### src/rtl/tx_scan_sequencer.sv
// -----------------------------------------------------------------------------
// tx_scan_sequencer
//
// Frame-level transmit scheduler. Walks every scan line of a frame and, inside
// each line, every focus zone 0..focus_max. Each (line, focus) pair is one
// "firing". A firing is made of consecutive phases:
//
//   PR   (TX_CYC cycles)           Pr_Gate  = 1
//   RX   (RX_CYC cycles)           RX_Gate  = 1
//   WAIT (T - TX_CYC - RX_CYC)     all gates low; skipped when T <= TX+RX
//   END  (END_CYC cycles)          End_Gate = 1
//   GAP  (GAP_CYC cycles)          all gates low
//   ENV  (ENV_CYC cycles)          Envelop  = 1
//
// T is the line period, chosen per firing at PR entry: the far period for
// focus 2/3, the near period for focus 0/1. Firings run back to back; after
// the last ENV of the frame frame_done pulses for one cycle and the sequencer
// either returns to IDLE or (continuous mode) restarts the frame immediately.
// abort drops everything to IDLE on the next cycle without a frame_done.
//
// Every phase is expected to last at least one cycle (all *_CYC >= 1).
//
// Ports
//   clk_100M         in   system clock
//   reset_n          in   synchronous, active-low reset
//   frame_start      in   single-cycle frame request (ignored while busy)
//   abort            in   synchronous stop request (wins over frame_start)
//   cfg_line_count   in   [7:0]  lines per frame, 0 = empty frame
//   cfg_focus_max    in   [1:0]  highest focus index fired per line
//   cfg_continuous   in   auto-restart the frame after frame_done
//   cfg_period_near  in   [31:0] line period for focus 0/1
//   cfg_period_far   in   [31:0] line period for focus 2/3
//   Pr_Gate          out  pulser enable
//   RX_Gate          out  receive window
//   End_Gate         out  end-of-line marker
//   Envelop          out  end-of-firing strobe
//   Line_Num         out  [7:0] line index of the current firing
//   Focus_Num        out  [1:0] focus index of the current firing
//   busy             out  frame in progress
//   frame_done       out  single-cycle pulse at frame completion
// -----------------------------------------------------------------------------
module tx_scan_sequencer #(
    parameter int unsigned TX_CYC  = 3000,
    parameter int unsigned RX_CYC  = 250,
    parameter int unsigned END_CYC = 80,
    parameter int unsigned GAP_CYC = 10,
    parameter int unsigned ENV_CYC = 5
) (
    input  logic        clk_100M,
    input  logic        reset_n,
    input  logic        frame_start,
    input  logic        abort,
    input  logic [7:0]  cfg_line_count,
    input  logic [1:0]  cfg_focus_max,
    input  logic        cfg_continuous,
    input  logic [31:0] cfg_period_near,
    input  logic [31:0] cfg_period_far,
    output logic        Pr_Gate,
    output logic        RX_Gate,
    output logic        End_Gate,
    output logic        Envelop,
    output logic [7:0]  Line_Num,
    output logic [1:0]  Focus_Num,
    output logic        busy,
    output logic        frame_done
);

    // Phase lengths as 32-bit quantities so all counter math is unsigned 32-bit.
    localparam logic [31:0] TX_LEN   = 32'(TX_CYC);
    localparam logic [31:0] RX_LEN   = 32'(RX_CYC);
    localparam logic [31:0] END_LEN  = 32'(END_CYC);
    localparam logic [31:0] GAP_LEN  = 32'(GAP_CYC);
    localparam logic [31:0] ENV_LEN  = 32'(ENV_CYC);
    localparam logic [31:0] TXRX_LEN = TX_LEN + RX_LEN;

    typedef enum logic [2:0] {
        S_IDLE = 3'd0,
        S_PR   = 3'd1,
        S_RX   = 3'd2,
        S_WAIT = 3'd3,
        S_END  = 3'd4,
        S_GAP  = 3'd5,
        S_ENV  = 3'd6
    } state_t;

    state_t      state_reg, state_next;
    logic [31:0] cnt_reg, cnt_next;
    logic [31:0] period_reg, period_next;
    logic [7:0]  line_reg, line_next;
    logic [1:0]  focus_reg, focus_next;

    // Frame configuration, frozen for the duration of a frame.
    logic [7:0]  line_count_reg, line_count_next;
    logic [1:0]  focus_max_reg, focus_max_next;
    logic        continuous_reg, continuous_next;

    logic        done_next;

    // Length of the phase currently being executed, and end-of-phase flag.
    logic [31:0] state_dur;
    logic        state_last;
    logic        wait_skip;
    logic        last_line;

    // -------------------------------------------------------------------------
    // Phase length decode
    // -------------------------------------------------------------------------
    always_comb begin
        state_dur = 32'd1;
        case (state_reg)
            S_PR:    state_dur = TX_LEN;
            S_RX:    state_dur = RX_LEN;
            S_WAIT:  state_dur = period_reg - TXRX_LEN;
            S_END:   state_dur = END_LEN;
            S_GAP:   state_dur = GAP_LEN;
            S_ENV:   state_dur = ENV_LEN;
            default: state_dur = 32'd1;
        endcase
    end

    // The counter is cleared on every state entry, so the phase ends when it
    // reaches duration-1.
    assign state_last = (cnt_reg == state_dur - 32'd1);

    // A period that does not extend past PR+RX leaves no room for WAIT.
    assign wait_skip = (period_reg <= TXRX_LEN);

    // 9-bit compare avoids the line_count-1 underflow question entirely.
    assign last_line = !(({1'b0, line_reg} + 9'd1) < {1'b0, line_count_reg});

    // -------------------------------------------------------------------------
    // Next-state / datapath logic
    // -------------------------------------------------------------------------
    always_comb begin
        state_next      = state_reg;
        cnt_next        = cnt_reg + 32'd1;
        period_next     = period_reg;
        line_next       = line_reg;
        focus_next      = focus_reg;
        line_count_next = line_count_reg;
        focus_max_next  = focus_max_reg;
        continuous_next = continuous_reg;
        done_next       = 1'b0;

        case (state_reg)
            S_IDLE: begin
                // abort has priority over a simultaneous frame_start.
                if (frame_start && !abort) begin
                    line_count_next = cfg_line_count;
                    focus_max_next  = cfg_focus_max;
                    continuous_next = cfg_continuous;
                    if (cfg_line_count != 8'd0) begin
                        state_next = S_PR;
                        line_next  = 8'd0;
                        focus_next = 2'd0;
                    end else begin
                        // Empty frame: complete immediately, never go busy.
                        done_next = 1'b1;
                    end
                end
            end

            default: begin
                if (abort) begin
                    // Line/focus deliberately keep their values so the host
                    // can see where the frame was stopped.
                    state_next = S_IDLE;
                end else if (state_last) begin
                    case (state_reg)
                        S_PR:   state_next = S_RX;
                        S_RX:   state_next = wait_skip ? S_END : S_WAIT;
                        S_WAIT: state_next = S_END;
                        S_END:  state_next = S_GAP;
                        S_GAP:  state_next = S_ENV;
                        S_ENV: begin
                            if (focus_reg < focus_max_reg) begin
                                state_next = S_PR;
                                focus_next = focus_reg + 2'd1;
                            end else if (!last_line) begin
                                state_next = S_PR;
                                line_next  = line_reg + 8'd1;
                                focus_next = 2'd0;
                            end else begin
                                done_next = 1'b1;
                                if (continuous_reg) begin
                                    // Restart in the same cycle as frame_done
                                    // using freshly sampled configuration.
                                    line_count_next = cfg_line_count;
                                    focus_max_next  = cfg_focus_max;
                                    continuous_next = cfg_continuous;
                                    line_next       = 8'd0;
                                    focus_next      = 2'd0;
                                    // A re-latched empty frame has nothing to
                                    // fire, so it ends the run instead.
                                    state_next = (cfg_line_count != 8'd0) ? S_PR : S_IDLE;
                                end else begin
                                    state_next = S_IDLE;
                                end
                            end
                        end
                        default: state_next = S_IDLE;
                    endcase
                end
            end
        endcase

        // No state has a self-re-entry, so any state change is an entry.
        if (state_next != state_reg) begin
            cnt_next = 32'd0;
        end

        // Period is chosen for the firing being entered, using its focus index.
        if ((state_next == S_PR) && (state_reg != S_PR)) begin
            period_next = focus_next[1] ? cfg_period_far : cfg_period_near;
        end
    end

    // -------------------------------------------------------------------------
    // Registers. Gates are decoded from the next state so they line up exactly
    // with the state they belong to while still coming straight from flops.
    // -------------------------------------------------------------------------
    always_ff @(posedge clk_100M) begin
        if (!reset_n) begin
            state_reg      <= S_IDLE;
            cnt_reg        <= 32'd0;
            period_reg     <= 32'd0;
            line_reg       <= 8'd0;
            focus_reg      <= 2'd0;
            line_count_reg <= 8'd0;
            focus_max_reg  <= 2'd0;
            continuous_reg <= 1'b0;
            Pr_Gate        <= 1'b0;
            RX_Gate        <= 1'b0;
            End_Gate       <= 1'b0;
            Envelop        <= 1'b0;
            busy           <= 1'b0;
            frame_done     <= 1'b0;
        end else begin
            state_reg      <= state_next;
            cnt_reg        <= cnt_next;
            period_reg     <= period_next;
            line_reg       <= line_next;
            focus_reg      <= focus_next;
            line_count_reg <= line_count_next;
            focus_max_reg  <= focus_max_next;
            continuous_reg <= continuous_next;
            Pr_Gate        <= (state_next == S_PR);
            RX_Gate        <= (state_next == S_RX);
            End_Gate       <= (state_next == S_END);
            Envelop        <= (state_next == S_ENV);
            busy           <= (state_next != S_IDLE);
            frame_done     <= done_next;
        end
    end

    assign Line_Num  = line_reg;
    assign Focus_Num = focus_reg;

endmodule

### config.mk
export PLATFORM = sky130hd
export DESIGN_NAME = tx_scan_sequencer
export DESIGN_NICKNAME = d
export VERILOG_FILES = /design/src/rtl/tx_scan_sequencer.sv
export SDC_FILE = /design/constraint.sdc
export NUM_CORES = 1
export LEC_CHECK = 0
export ABC_CLOCK_PERIOD_IN_PS = 14700
export BUFFER_PORTS_ARGS = -buffer_cell sky130_fd_sc_hd__buf_2
export CORE_UTILIZATION = 30
export DETAILED_ROUTE_END_ITERATION = 8
export GPL_TIMING_DRIVEN = 0
export RECOVER_POWER = 100
export SLEW_MARGIN = 20
export SYNTH_ARGS = -nofsm -noshare
export SYNTH_HDL_FRONTEND = slang
export SYNTH_SLANG_ARGS = --single-unit
### constraint.sdc
create_clock -name clk_100M -period 14.7 [get_ports clk_100M]
set_clock_uncertainty 0.05 [all_clocks]
set_input_delay 0 -clock clk_100M [delete_from_list [all_inputs] [get_ports clk_100M]]
set_output_delay 0 -clock clk_100M [all_outputs]
set_load 0.01 [all_outputs]
## Word level (Yosys, flattened, before mapping)

Index checks and enable logic that the tools add are counted.

| cells by class | value |
|---|---|
| add/subtract/negate cells | 6 |
| bitwise gates (word level) | 1 |
| mux-type cells | 63 |
| reductions and logical operators | 16 |
| $lt $le $gt $ge | 3 |
| equal/unequal tests | 18 |

Operator list:

| cell | number |
|---|---|
| one-hot mux 32 bit (6 select lines) | 1 |
| two-way mux 8 bit | 17 |
| two-way mux 2 bit | 17 |
| adder 32 x 1 -> 32 bit (second input constant) | 1 |
| equality test 32 bit | 1 |
| <= comparator 32 x 12 -> 1 bit (second input constant) | 1 |
| two-way mux 32 bit | 1 |
| subtractor 32 x 1 -> 32 bit (second input constant) | 1 |
| subtractor 32 x 12 -> 32 bit (second input constant) | 1 |
| two-way mux 1 bit | 20 |
| two-way mux 3 bit | 6 |
| one-hot mux 3 bit (6 select lines) | 1 |
| equality test 3 bit (second input constant) | 5 |
| AND reduction 7 bit | 2 |
| AND reduction 6 bit | 2 |
| adder 8 x 1 -> 9 bit (second input constant) | 1 |
| equality test 3 x 2 -> 1 bit (second input constant) | 3 |
| less-than comparator 9 x 8 -> 1 bit | 1 |
| adder 8 x 1 -> 8 bit (second input constant) | 1 |
| nonzero test 8 bit | 1 |
| equality test 3 x 1 -> 1 bit (second input constant) | 2 |
| inequality test 2 x 1 -> 1 bit (second input constant) | 3 |
| nonzero test 2 bit | 3 |
| nonzero test 3 bit | 2 |
| 11 further kinds | 13 |

| storage, ports and cells | value |
|---|---|
| output and inout bits | 16 |
| word-level logic and storage cells | 122 |
| bits of input ports | 79 |
| register bits after elaboration | 94 |

## Longest topological paths before layout

| logic depth | value |
|---|---|
| word-level depth | 11 |
| depth in mapped cells | 20 |
| depth with buffers taken out | 15 |

## Worst setup path after synthesis

Ideal clock, no wire load.

| path | value |
|---|---|
| path type | register -> register |
| start point | reg period_reg[2] |
| end point | reg line_reg[1], in the netlist Line_Num[1] |
| slack | 9.953 ns |
| path buffers | 2 |
| clock period less this slack | 4.747 ns |
| arrival | 4.627 ns |
| data required time | 14.580 ns |
| cell stages (with the launch flop) | 18 |
| setup time | 0.070 ns |
| cell sequence | dfxtp_1 > buf_2 > inv_1 > ha_1 > nor2b_1 > buf_2 > o21ai_0 > a41oi_1 > or4_4 > nor4_4 > nand2_4 > or4_1 > a221o_1 > nand4bb_4 > nor4_4 > a31oi_4 > or4b_1 > a21oi_1 |

| between the ends | value |
|---|---|
| cells in the longest elaborated chain, start to end | 6 |

RTL lines:

| what | line | RTL |
|---|---|---|
| from (decl) | 88 | `logic [31:0] period_reg, period_next;` |
| from (signal assigned) | 241 | `period_reg <= period_next;` |
| subtractor 32 x 12 -> 32 bit | 113 | `S_WAIT: state_dur = period_reg - TXRX_LEN;` |
| one-hot mux 32 bit (6 select lines) | 110 | `case (state_reg)` |
| subtractor 32 x 1 -> 32 bit | 123 | `assign state_last = (cnt_reg == state_dur - 32'd1);` |
| equality test 32 bit | 123 |  |
| nonzero test 2 bit (no line) | -- |  |
| AND reduction 7 bit (no line) | -- |  |
| to (signal assigned) | 242 | `line_reg <= line_next;` |
| to (decl) | 89 | `logic [7:0] line_reg, line_next;` |

Every way passes these cells.
A chain may end at the register's enable or synchronous reset.

## Worst setup path in the final report

| path | value |
|---|---|
| start point | reg period_reg[2] |
| end point | reg period_reg[28] |

| between the ends | value |
|---|---|
| cells in the longest elaborated chain, start to end | 9 |
| elaborated cells on any way between the ends | 16 |
| classes of those cells | 2 x add/sub; 1 x order compare; 2 x eq/ne; 10 x mux; 1 x reduce/logical |

RTL lines:

| what | line | RTL |
|---|---|---|
| subtractor 32 x 12 -> 32 bit | 113 |  |
| one-hot mux 32 bit (6 select lines) | 110 |  |
| subtractor 32 x 1 -> 32 bit | 123 |  |
| equality test 32 bit | 123 |  |
| two-way mux 3 bit | 168 | `end else if (state_last) begin` |
| two-way mux 3 bit | 164 | `if (abort) begin` |
| two-way mux 3 bit | 145 | `case (state_reg)` |
| equality test 3 x 1 -> 1 bit | 213 | `if ((state_next == S_PR) && (state_reg != S_PR)) begin` |
| logical AND 1 bit | 213 |  |

Parallel ways exist; a longest one is shown, timed or not. The select of a mux whose other input is x is not followed.

==> run metrics <==
pin count of the biggest net entering global routing 18; Worst Setup Start Kind flip-flop; Main synth FF type dfxtp_1; RR Endpoint period_reg[28]; Chip Height 164.8 um; synthesis-to-layout area growth 22.02%; via count 8487; Hold WC Path Type input port to flip-flop; final cell count without fillers approximately 1500; initial antenna violation count 0; area share of the largest cell type after synthesis 23.66%; pre-CTS WS about 8.7 ns; final core occ approximately 37%; Slew @ Worst Pin between 1 and 1.5 ns; Slowest-stage cell, CP nor4_1; routed wire length between 20000 and 30000 um; fmax 0.1274 GHz; area of the die 0.02717 mm^2; Mapped Area 0.007954 mm^2; DP HPWL roughly 20000 um; H-Tree Depth 3; number of global-route vias before repair roughly 8100; failing checks negative hold slack; Max Transition Viols Final 0; CTS Root Cell clkbuf_16; Setup TNS 0 ns; Leakage around 0.0034 uW; most frequent cell after synthesis nor2_1; # IOs 95; DRC Markers 0; TritonCTS Sinks between 90 and 100; nets 1275; IO Port Bufs between 90 and 100; Post-synth ARST share 0%; critical-path cell list clkbuf_1 -> inv_1 -> ha_1 -> nor2b_1 -> clkbuf_1 -> o21ai_0 -> a41oi_1 -> or4_1 -> nor4_1 -> nor4b_1 -> nand4_1 -> a211oi_1 -> or3b_1 -> nor4_1 -> o21ai_0 -> clkbuf_1 -> mux2i_1 -> dlygate4sd3_1 -> a211oi_1; CTS Buf Count 9; Max Cap Violations 0; fin crit share 53.40%; hold path start cfg_period_far[6]; Worst EP required about 15 ns; Unique masters post-synth around 110; post-CTS setup buffer count 0; dominant cell type by area after synthesis dfxtp_1; GR Overflow Total 0; Max Root-Sink Buffers 2; Die Span X 164.8 um; hold_ws -0.01028 ns; WHS Path Cells 3; Worst slew margin between 20% and 30%; Reg2Reg Launch Point period_reg[2]; Avg Cell Area, Syn 7.829 um^2; DRT Pass-1 Iters 5; layout cells sized above 1 14.80%; Net Count, Synth between 1000 and 1500; global-route wire length before repair between 40000 and 50000 um; EDFF count, synth 0; RSZ-0062 raised after global routing false; Wirelength per Cell around 17 um; post-route ant nets 0; Synth Instances 1016; Synth top cells by count 95 x nor2_1, 94 x dfxtp_1, 69 x nand2_1, 68 x a21oi_1, 49 x nand3_1; routability cong. approximately 0.95; status complete, but fails checks; Inst Count DP roughly 1400; Max IR drop VDD 46.85 uV; Crit Path Category flip-flop to flip-flop; CP peak stage delay roughly 0.99 ns; Synth area leaders dfxtp_1 24%, mux2i_1 5.0%, xnor2_1 4.6%; Final Hold Fails 2; R2R depth 19; CTS tree built; Core Box Area between 0.02 and 0.03 mm^2; clock latency on the worst-skew pair 0.37 ns; Clock transition at path regs roughly 0.080 ns; Starting Density between 30 and 40%; post-layout min period approximately 7.8 ns; Inserted Diodes 0; setup violators final 0; Synth Register Bits 94; Crit path arrival time 8.07 ns; hold worst-path end period_reg[6]; sequential area share after synthesis around a quarter; PnR worst setup slack slightly below 7 ns; Reg2Reg Setup Slack about 6.9 ns; DRT iter0 DRCs between 500 and 600; Yosys warnings 0; CP max FO 10; P per Cell Area 82.76 mW/mm^2; row count between 50 and 60; via/cell ratio 5.569; most used cell, CP clkbuf_1; gr usage total approximately a fifth; Crit. End Element flip-flop
## final cells by class
type                       count  area [um^2]
fill                        2737        16350
timing repair buffer         157         1086
clock buffer                  10        239.0
multi-input combinational    821         5484
inverter                      30        112.6
tap                          335        419.2
buffer                        71        407.9
clock inverter                 6        75.07
sequential                    94         1882
## timing repair
item | CTS | global route
endpoints found under the hold margin | 38 | 0
hold buffers | 64 | 0
resized for setup | 0 | 0
## how the worst max path moves through the flow
stage	start	endpoint	slack (ns)	cells after the start
final	period_reg[2]	period_reg[28]	6.85	19
after global routing	period_reg[2]	period_reg[15]	6.32	19
after CTS	period_reg[19]	period_reg[28]	8.14	16
after detailed placement	period_reg[19]	period_reg[2]	8.72	16
after global placement	period_reg[19]	period_reg[8]	8.68	16
after floorplan	period_reg[2]	Line_Num[1]	9.95	17
## through the flow
step	power, uW	hold WS [ns]	instance area, um^2
after floorplan	463.7	0.08993	7954
after global placement	532.6	0.1990	8838
after detailed placement	534.3	0.2095	8852
after CTS	802.7	0.001287	9807
after global routing	842.9	0.003110	9706
final	803.3	-0.01028	9706
## cell usage in the layout (no fill, tap or decap), drive strengths merged, types with 34 or more instances in the layout
master / count
xor2: 34
mux2i: 40
nor2: 95
clkbuf: 75
dfxtp: 94
nand2: 71
dlygate4sd3: 64
xnor2: 42
nand3: 49
a211oi: 39
buf: 98
a21oi: 70
o21ai: 41
## critical path: cells and delay by family (launching register included)
kind / cells / cell delay, ns
AND/OR/NAND/NOR: 7 / 3.31
AO/OA/AOI/OAI: 5 / 1.89
buffers and inverters: 5 / 1.71
flip-flops: 1 / 0.32
adder cells (fa/ha/maj): 1 / 0.22
multiplexers: 1 / 0.22
## power by group
group          leakage, uW  switching, uW  total, uW  internal, uW
logic              0.00251            163        268           104
registers         0.000764           11.9        279           267
clock network     0.000152            117        257           140
## cells by family (layout without fill, tap and decap cells)
group                      count (synthesis)  after routing  share of synthesized area (%)
xor gates and xnor gates                  76             76                          8.369
muxes                                     41             41                          5.175
DFF                                       94             94                          23.66
and+or+nand+nor                          406            406                          28.22
AOI/OAI and AO/OA                        286            286                          25.78
buffers and inverters                    101            274                          6.906
adders and majority gates                 12             12                          1.888
## metal layers
layer | wire, um | up-vias | share of wire, % | GRT usage, %
met5 | 0 | - | 0 | 0
met4 | 357 | 0 | 1.4 | 5.505
met3 | 1733 | 34 | 6.6 | 3.666
met2 | 11820 | 273 | 45 | 31.91
met1 | 12390 | 4034 | 47 | 27.33
li1 | - | 4146 | - | -
Power figures use the tool's default switching activity.
